<file path="config.mk">
export PLATFORM = sky130hd
export DESIGN_NAME = pla_sweep_controller
export DESIGN_NICKNAME = d
export VERILOG_FILES = /design/src/rtl/pla_sweep_pkg.sv /design/src/rtl/pla_sweep_checker.sv /design/src/rtl/pla_sweep_controller.sv
export SDC_FILE = /design/constraint.sdc
export NUM_CORES = 1
export LEC_CHECK = 0
export ABC_AREA = 0
export ABC_CLOCK_PERIOD_IN_PS = 6800
export CORE_ASPECT_RATIO = 0.6
export CORE_MARGIN = 5
export CORE_UTILIZATION = 52
export CTS_CLUSTER_DIAMETER = 80
export DETAILED_ROUTE_END_ITERATION = 8
export GPL_TIMING_DRIVEN = 0
export PLACE_DENSITY = 0.86
export SLEW_MARGIN = 20
export SYNTH_ARGS = -nofsm -noshare
export SYNTH_HDL_FRONTEND = slang
export SYNTH_HIERARCHICAL = 1
export SYNTH_SLANG_ARGS = --single-unit
</file>
<file path="constraint.sdc">
create_clock -name clk -period 6.8 [get_ports clk]
set_input_delay 1.36 -clock clk [delete_from_list [all_inputs] [get_ports clk]]
set_output_delay 1.36 -clock clk [all_outputs]
set_load 0.01 [all_outputs]
</file>
<file path="src/rtl/pla_sweep_pkg.sv">
// rtl/pla_sweep_pkg.sv - shared types and constants for the PLA sweep controller
package pla_sweep_pkg;

   typedef enum logic [1:0] {
      IDLE   = 2'd0,
      SETTLE = 2'd1,
      SAMPLE = 2'd2,
      DONE   = 2'd3
   } state_t;

   localparam int NUM_VECTORS = 16;
   localparam int IDX_W       = 4;
   localparam int FAIL_W      = 5;

   localparam logic [IDX_W-1:0]  LAST_IDX  = IDX_W'(NUM_VECTORS - 1);
   localparam logic [FAIL_W-1:0] FAIL_MAX  = FAIL_W'(NUM_VECTORS);

   // Saturating increment; a sweep has at most NUM_VECTORS mismatches.
   function automatic logic [FAIL_W-1:0] fail_inc(input logic [FAIL_W-1:0] cnt);
      return (cnt >= FAIL_MAX) ? FAIL_MAX : cnt + FAIL_W'(1);
   endfunction

endpackage

</file>
<file path="src/rtl/pla_sweep_checker.sv">
// rtl/pla_sweep_checker.sv - compares sampled PLA outputs and tracks failures
module pla_sweep_checker
   import pla_sweep_pkg::*;
(
   input  logic              clk,
   input  logic              rst_n,
   input  logic              clear,
   input  logic              sample,
   input  logic [IDX_W-1:0]  idx,
   input  logic              pla_y,
   input  logic              pla_z,
   input  logic [15:0]       exp_y,
   input  logic [15:0]       exp_z,
   output logic [FAIL_W-1:0] fail_count,
   output logic [IDX_W-1:0]  first_fail_idx,
   output logic              first_fail_valid
);

   logic mismatch;

   // Case-equality compare so an X/Z on the PLA outputs is treated as a failure.
   always_comb begin
      mismatch = 1'b0;
      if ((pla_y !== exp_y[idx]) || (pla_z !== exp_z[idx]))
         mismatch = 1'b1;
   end

   // Failure counter and first-failure latch, cleared at sweep start.
   always_ff @(posedge clk or negedge rst_n) begin
      if (!rst_n) begin
         fail_count       <= '0;
         first_fail_idx   <= '0;
         first_fail_valid <= 1'b0;
      end else if (clear) begin
         fail_count       <= '0;
         first_fail_idx   <= '0;
         first_fail_valid <= 1'b0;
      end else if (sample && mismatch) begin
         fail_count <= fail_inc(fail_count);
         if (!first_fail_valid) begin
            first_fail_idx   <= idx;
            first_fail_valid <= 1'b1;
         end
      end
   end

endmodule

</file>
<file path="src/rtl/pla_sweep_controller.sv">
// rtl/pla_sweep_controller.sv - sweeps a 4-in/2-out PLA and checks its truth tables
module pla_sweep_controller
   import pla_sweep_pkg::*;
#(
   parameter int SETTLE_CYCLES = 2,
   parameter int CNT_W         = 4
)
(
   input  logic        clk,
   input  logic        rst_n,
   input  logic        start,
   input  logic        abort,
   input  logic [15:0] exp_y,
   input  logic [15:0] exp_z,
   input  logic        pla_y,
   input  logic        pla_z,
   output logic [3:0]  pla_in,
   output logic        busy,
   output logic        done,
   output logic        pass,
   output logic [15:0] y_table,
   output logic [15:0] z_table,
   output logic [4:0]  fail_count,
   output logic [3:0]  first_fail_idx,
   output logic        first_fail_valid
);

   localparam logic [CNT_W-1:0] SETTLE_LOAD = CNT_W'(SETTLE_CYCLES);
   localparam bit               NO_SETTLE   = (SETTLE_CYCLES == 0);

   state_t             state, next_state;
   logic [IDX_W-1:0]   idx;
   logic [CNT_W-1:0]   counter;
   logic               start_sweep;
   logic               sample_strobe;

   // State register.
   always_ff @(posedge clk or negedge rst_n) begin
      if (!rst_n) state <= IDLE;
      else        state <= next_state;
   end

   // Next-state logic; abort wins over every transition while sweeping.
   always_comb begin
      next_state    = state;
      start_sweep   = 1'b0;
      sample_strobe = 1'b0;
      busy          = 1'b0;
      case (state)
         IDLE: begin
            if (start) begin
               start_sweep = 1'b1;
               next_state  = NO_SETTLE ? SAMPLE : SETTLE;
            end
         end
         SETTLE: begin
            busy = 1'b1;
            if (abort)              next_state = IDLE;
            else if (counter <= 1)  next_state = SAMPLE;
         end
         SAMPLE: begin
            busy = 1'b1;
            if (abort) begin
               next_state = IDLE;
            end else begin
               sample_strobe = 1'b1;
               if (idx == LAST_IDX) next_state = DONE;
               else                 next_state = NO_SETTLE ? SAMPLE : SETTLE;
            end
         end
         DONE:    next_state = IDLE;
         default: next_state = IDLE;
      endcase
   end

   // Datapath: vector index, PLA drive, settle timer, tables and result flags.
   always_ff @(posedge clk or negedge rst_n) begin
      if (!rst_n) begin
         idx     <= '0;
         counter <= '0;
         pla_in  <= '0;
         y_table <= '0;
         z_table <= '0;
         done    <= 1'b0;
         pass    <= 1'b0;
      end else begin
         done <= (state == DONE);
         case (state)
            IDLE: begin
               if (start_sweep) begin
                  idx     <= '0;
                  pla_in  <= '0;
                  counter <= SETTLE_LOAD;
                  y_table <= '0;
                  z_table <= '0;
                  pass    <= 1'b0;
               end
            end
            SETTLE: begin
               if (abort)             pass    <= 1'b0;
               else if (counter > 1)  counter <= counter - CNT_W'(1);
            end
            SAMPLE: begin
               if (abort) begin
                  pass <= 1'b0;
               end else begin
                  y_table[idx] <= pla_y;
                  z_table[idx] <= pla_z;
                  if (idx != LAST_IDX) begin
                     idx     <= idx + IDX_W'(1);
                     pla_in  <= idx + IDX_W'(1);
                     counter <= SETTLE_LOAD;
                  end
               end
            end
            DONE: pass <= (fail_count == '0);
            default: ;
         endcase
      end
   end

   pla_sweep_checker u_checker (
      .clk              (clk),
      .rst_n            (rst_n),
      .clear            (start_sweep),
      .sample           (sample_strobe),
      .idx              (idx),
      .pla_y            (pla_y),
      .pla_z            (pla_z),
      .exp_y            (exp_y),
      .exp_z            (exp_z),
      .fail_count       (fail_count),
      .first_fail_idx   (first_fail_idx),
      .first_fail_valid (first_fail_valid)
   );

endmodule

</file>
==> metrics.yaml <==
worst_setup_path:
  start_kind: "input port"
  r2r-end: "u_checker/fail_count[0]$_DFFE_PN0P_"
  endpoint: "u_checker/fail_count[0]$_DFFE_PN0P_"
  reg2reg_slack_ns: 4.11
  reg2reg_from: "state[0]$_DFFE_PN0P_"
  timing.critical_path.from: "start"
  critPathKind: "input port to register"
  path_max_fanout: 10
  worstPathArrival_ns: 3.54
  r2r_cells: 8
  worstSetupEndpointType: "register"
  worstPathRequired_ns: 6.98
yosys:
  avgSynthCellArea_sq_um: 10.9
  synth_top_area_share_pct: 43.0
  synthTopCellsByCount: "dfrtp_1, o21ai_0, o211ai_1"
  yosysTopAreaCell: "dfrtp_1"
  ys.flop_type: "dfrtp_1"
  syn_area_sq_um: 3140
  syn_nets: 338
  synth-seq-cells: 54
  synth_cell_type_count: 57
  synth_edf_count: 0
  synth-seq-area-share_pct: 43.0
  ys_top_cells_by_area: "dfrtp_1, o211ai_1, mux2i_1"
  synth_most_common_cell: "dfrtp_1"
  synth_cells: 288
  synth_warnings: 6
  async_flop_share_pct: 100
global_route:
  grt_pass1_wl_microns: 14000
  grt_overflow: 0
  grtUsageTotal_pct: 23.1
  antenna_found_initial: 0
  grt_pass1_vias: 2673
  grt_max_degree: 55
die:
  boundaryPins: 87
  fp.dieW_microns: 110
  initial_utilization_pct: 55.1
  core_area_sq_um: 5700
  die_area_sq_um: 7740
  die_h_microns: 70.2
  rows: 21
timing:
  min_period_ns: 3.36
  clock_skew_ns: 0.00526
  rsz0062_at_grt: "no"
  fin_setup_tns_ns: 0
  setup_viol: 0
  timing.fmax_mhz: 298
  max-slew-margin-rel_pct: 54.3
  worst_pin_slew_ns: 0.686
  slew_violations: 0
  hold_viol: 0
  timing.final.crit_share_pct: 49.4
placed_design:
  place_area_sq_um: 4090
  gp_congestion: 0.869
  dpl.hpwl_microns: 6660
  port_buffers: 85
clock_network:
  cts_tree: "yes"
  h-tree-depth: 2
  clkTransAtPathRegs_ns: 0.10
  clock_latency_ns: 0.31
  cts-root-buf: "clkbuf_8"
  cts_resized: 0
  clkSinkCount: 54
  holdBufCountCts: 0
  post_cts_buffers: 0
  cts_buffers: 5
  clockBufferDepth: 2
pwr:
  power_density_nw_per_um2: 262
  vdd_drop_max_mv: 0.202
  leakagePower_nw: 1.67
final_layout:
  fin_area_sq_um: 4170
  fillers: 429
  final-seq-area_sq_um: 1350
  nNetsFinal: 430
  multiInputGateArea_sq_um: 1610
  antennaDiodeCount: 0
  area_growth_pct: 33.0
  drive_gt1_share_pct: 10.5
drt:
  first_pass_iters: 4
  antenna_left: 0
  drt-initial-drc-count: 187
  dr_total_vias: 2750
  drt-total-wl_microns: 8570
  wl_per_cell_microns: 18.6
  route.detailed.drc: 0
  via_per_inst: 5.97
status:
  outcome: "finished, final reports clean"
run:
  cap_violations: 0
hold_path:
  hold_class: "register to register"
-- where the power goes --
group          internal (mW)  total, mW  switching (mW)
logic                  0.225      0.530           0.305
clock network         0.0730      0.182           0.109
registers              0.349      0.383          0.0339
total                  0.647       1.09           0.448
-- routing by layer --
metal / vias to the layer above / GRT usage, % / part of all wire, %
li1: 1272 / - / -
met1: 1353 / 34.1 / 46
met2: 107 / 33.8 / 45
met3: 18 / 5.52 / 7.7
met4: 0 / 6.28 / 1.5
met5: - / 0 / 0
-- registers in the layout, indices dropped and copies added (netlist names) --
register                    flops
counter                         4
done                            1
idx                             4
pass                            1
state                           2
u_checker/fail_count            5
u_checker/first_fail_idx        4
u_checker/first_fail_valid      1
y_table                        16
z_table                        16
-- cell usage in the layout (no fill, tap or decap), drive strengths merged, types with 8 or more instances in the layout --
cell / Yosys / layout
clkdlybuf4s50: 1 / 85
dfrtp: 54 / 54
o21ai: 31 / 31
o211ai: 24 / 24
mux2i: 19 / 19
nand2: 17 / 17
inv: 15 / 15
nand3: 12 / 12
ha: 12 / 12
buf: 10 / 11
clkbuf: 3 / 9
or2b: 8 / 8
-- worst min-delay path by stage --
stage	endpoint	startpoint	depth (start not counted)	slack (ns)
floorplan	counter[1]$_DFFE_PN0P_	counter[1]$_DFFE_PN0P_	1	0.49
global placement	z_table[0]$_DFFE_PN0P_	z_table[0]$_DFFE_PN0P_	1	0.48
detailed placement	z_table[0]$_DFFE_PN0P_	z_table[0]$_DFFE_PN0P_	1	0.47
CTS	z_table[0]$_DFFE_PN0P_	z_table[0]$_DFFE_PN0P_	1	0.50
global route	z_table[0]$_DFFE_PN0P_	z_table[0]$_DFFE_PN0P_	1	0.52
finish	z_table[0]$_DFFE_PN0P_	z_table[0]$_DFFE_PN0P_	1	0.50
-- worst max-delay path, cell delays in order --
cell and delay [ns]:
clkdlybuf4s50_1 0.51, and2_1 0.20, clkdlybuf4s50_2 0.63, dlygate4sd1_1 0.45, nor3_1 0.10, o211ai_1 0.14
o31ai_1 0.15
-- layout make-up --
cell class              instances  share of cell area, %
flip-flops and latches         54                   32.4
multi-input cells             204                   38.6
clock inverters                 2                  0.330
well taps                      80                   2.40
inverters                      15                   1.35
repair buffers                 85                   20.3
plain buffers                  15                   2.91
clock buffers                   6                   1.74
-- kinds of logic after synthesis --
group,Yosys count,synth area share (%)
adders and majority gates,12,4.78
and+or+nand+nor,66,12.0
xor gates and xnor gates,4,1.36
muxes,24,10.4
DFF,54,43.0
AOI/OAI and AO/OA,98,22.8
buffers and inverters,30,5.66
-- metrics by stage --
| step | hold slack (ns) | util [%] | worst slack, ns | power (mW) | std cells |
|---|---|---|---|---|---|
| detailed placement | 0.474 | 71.7 | 3.19 | 0.912 | 453 |
| finish | 0.497 | 73.2 | 3.44 | 1.09 | 461 |
| floorplan | 0.486 | - | 3.85 | 0.739 | 288 |
| CTS | 0.501 | 73.2 | 3.50 | 1.09 | 461 |
| global route | 0.524 | 73.2 | 3.43 | 1.16 | 461 |
| global placement | 0.482 | 71.7 | 2.74 | 0.893 | 453 |
(Power assumes the default switching activity.)
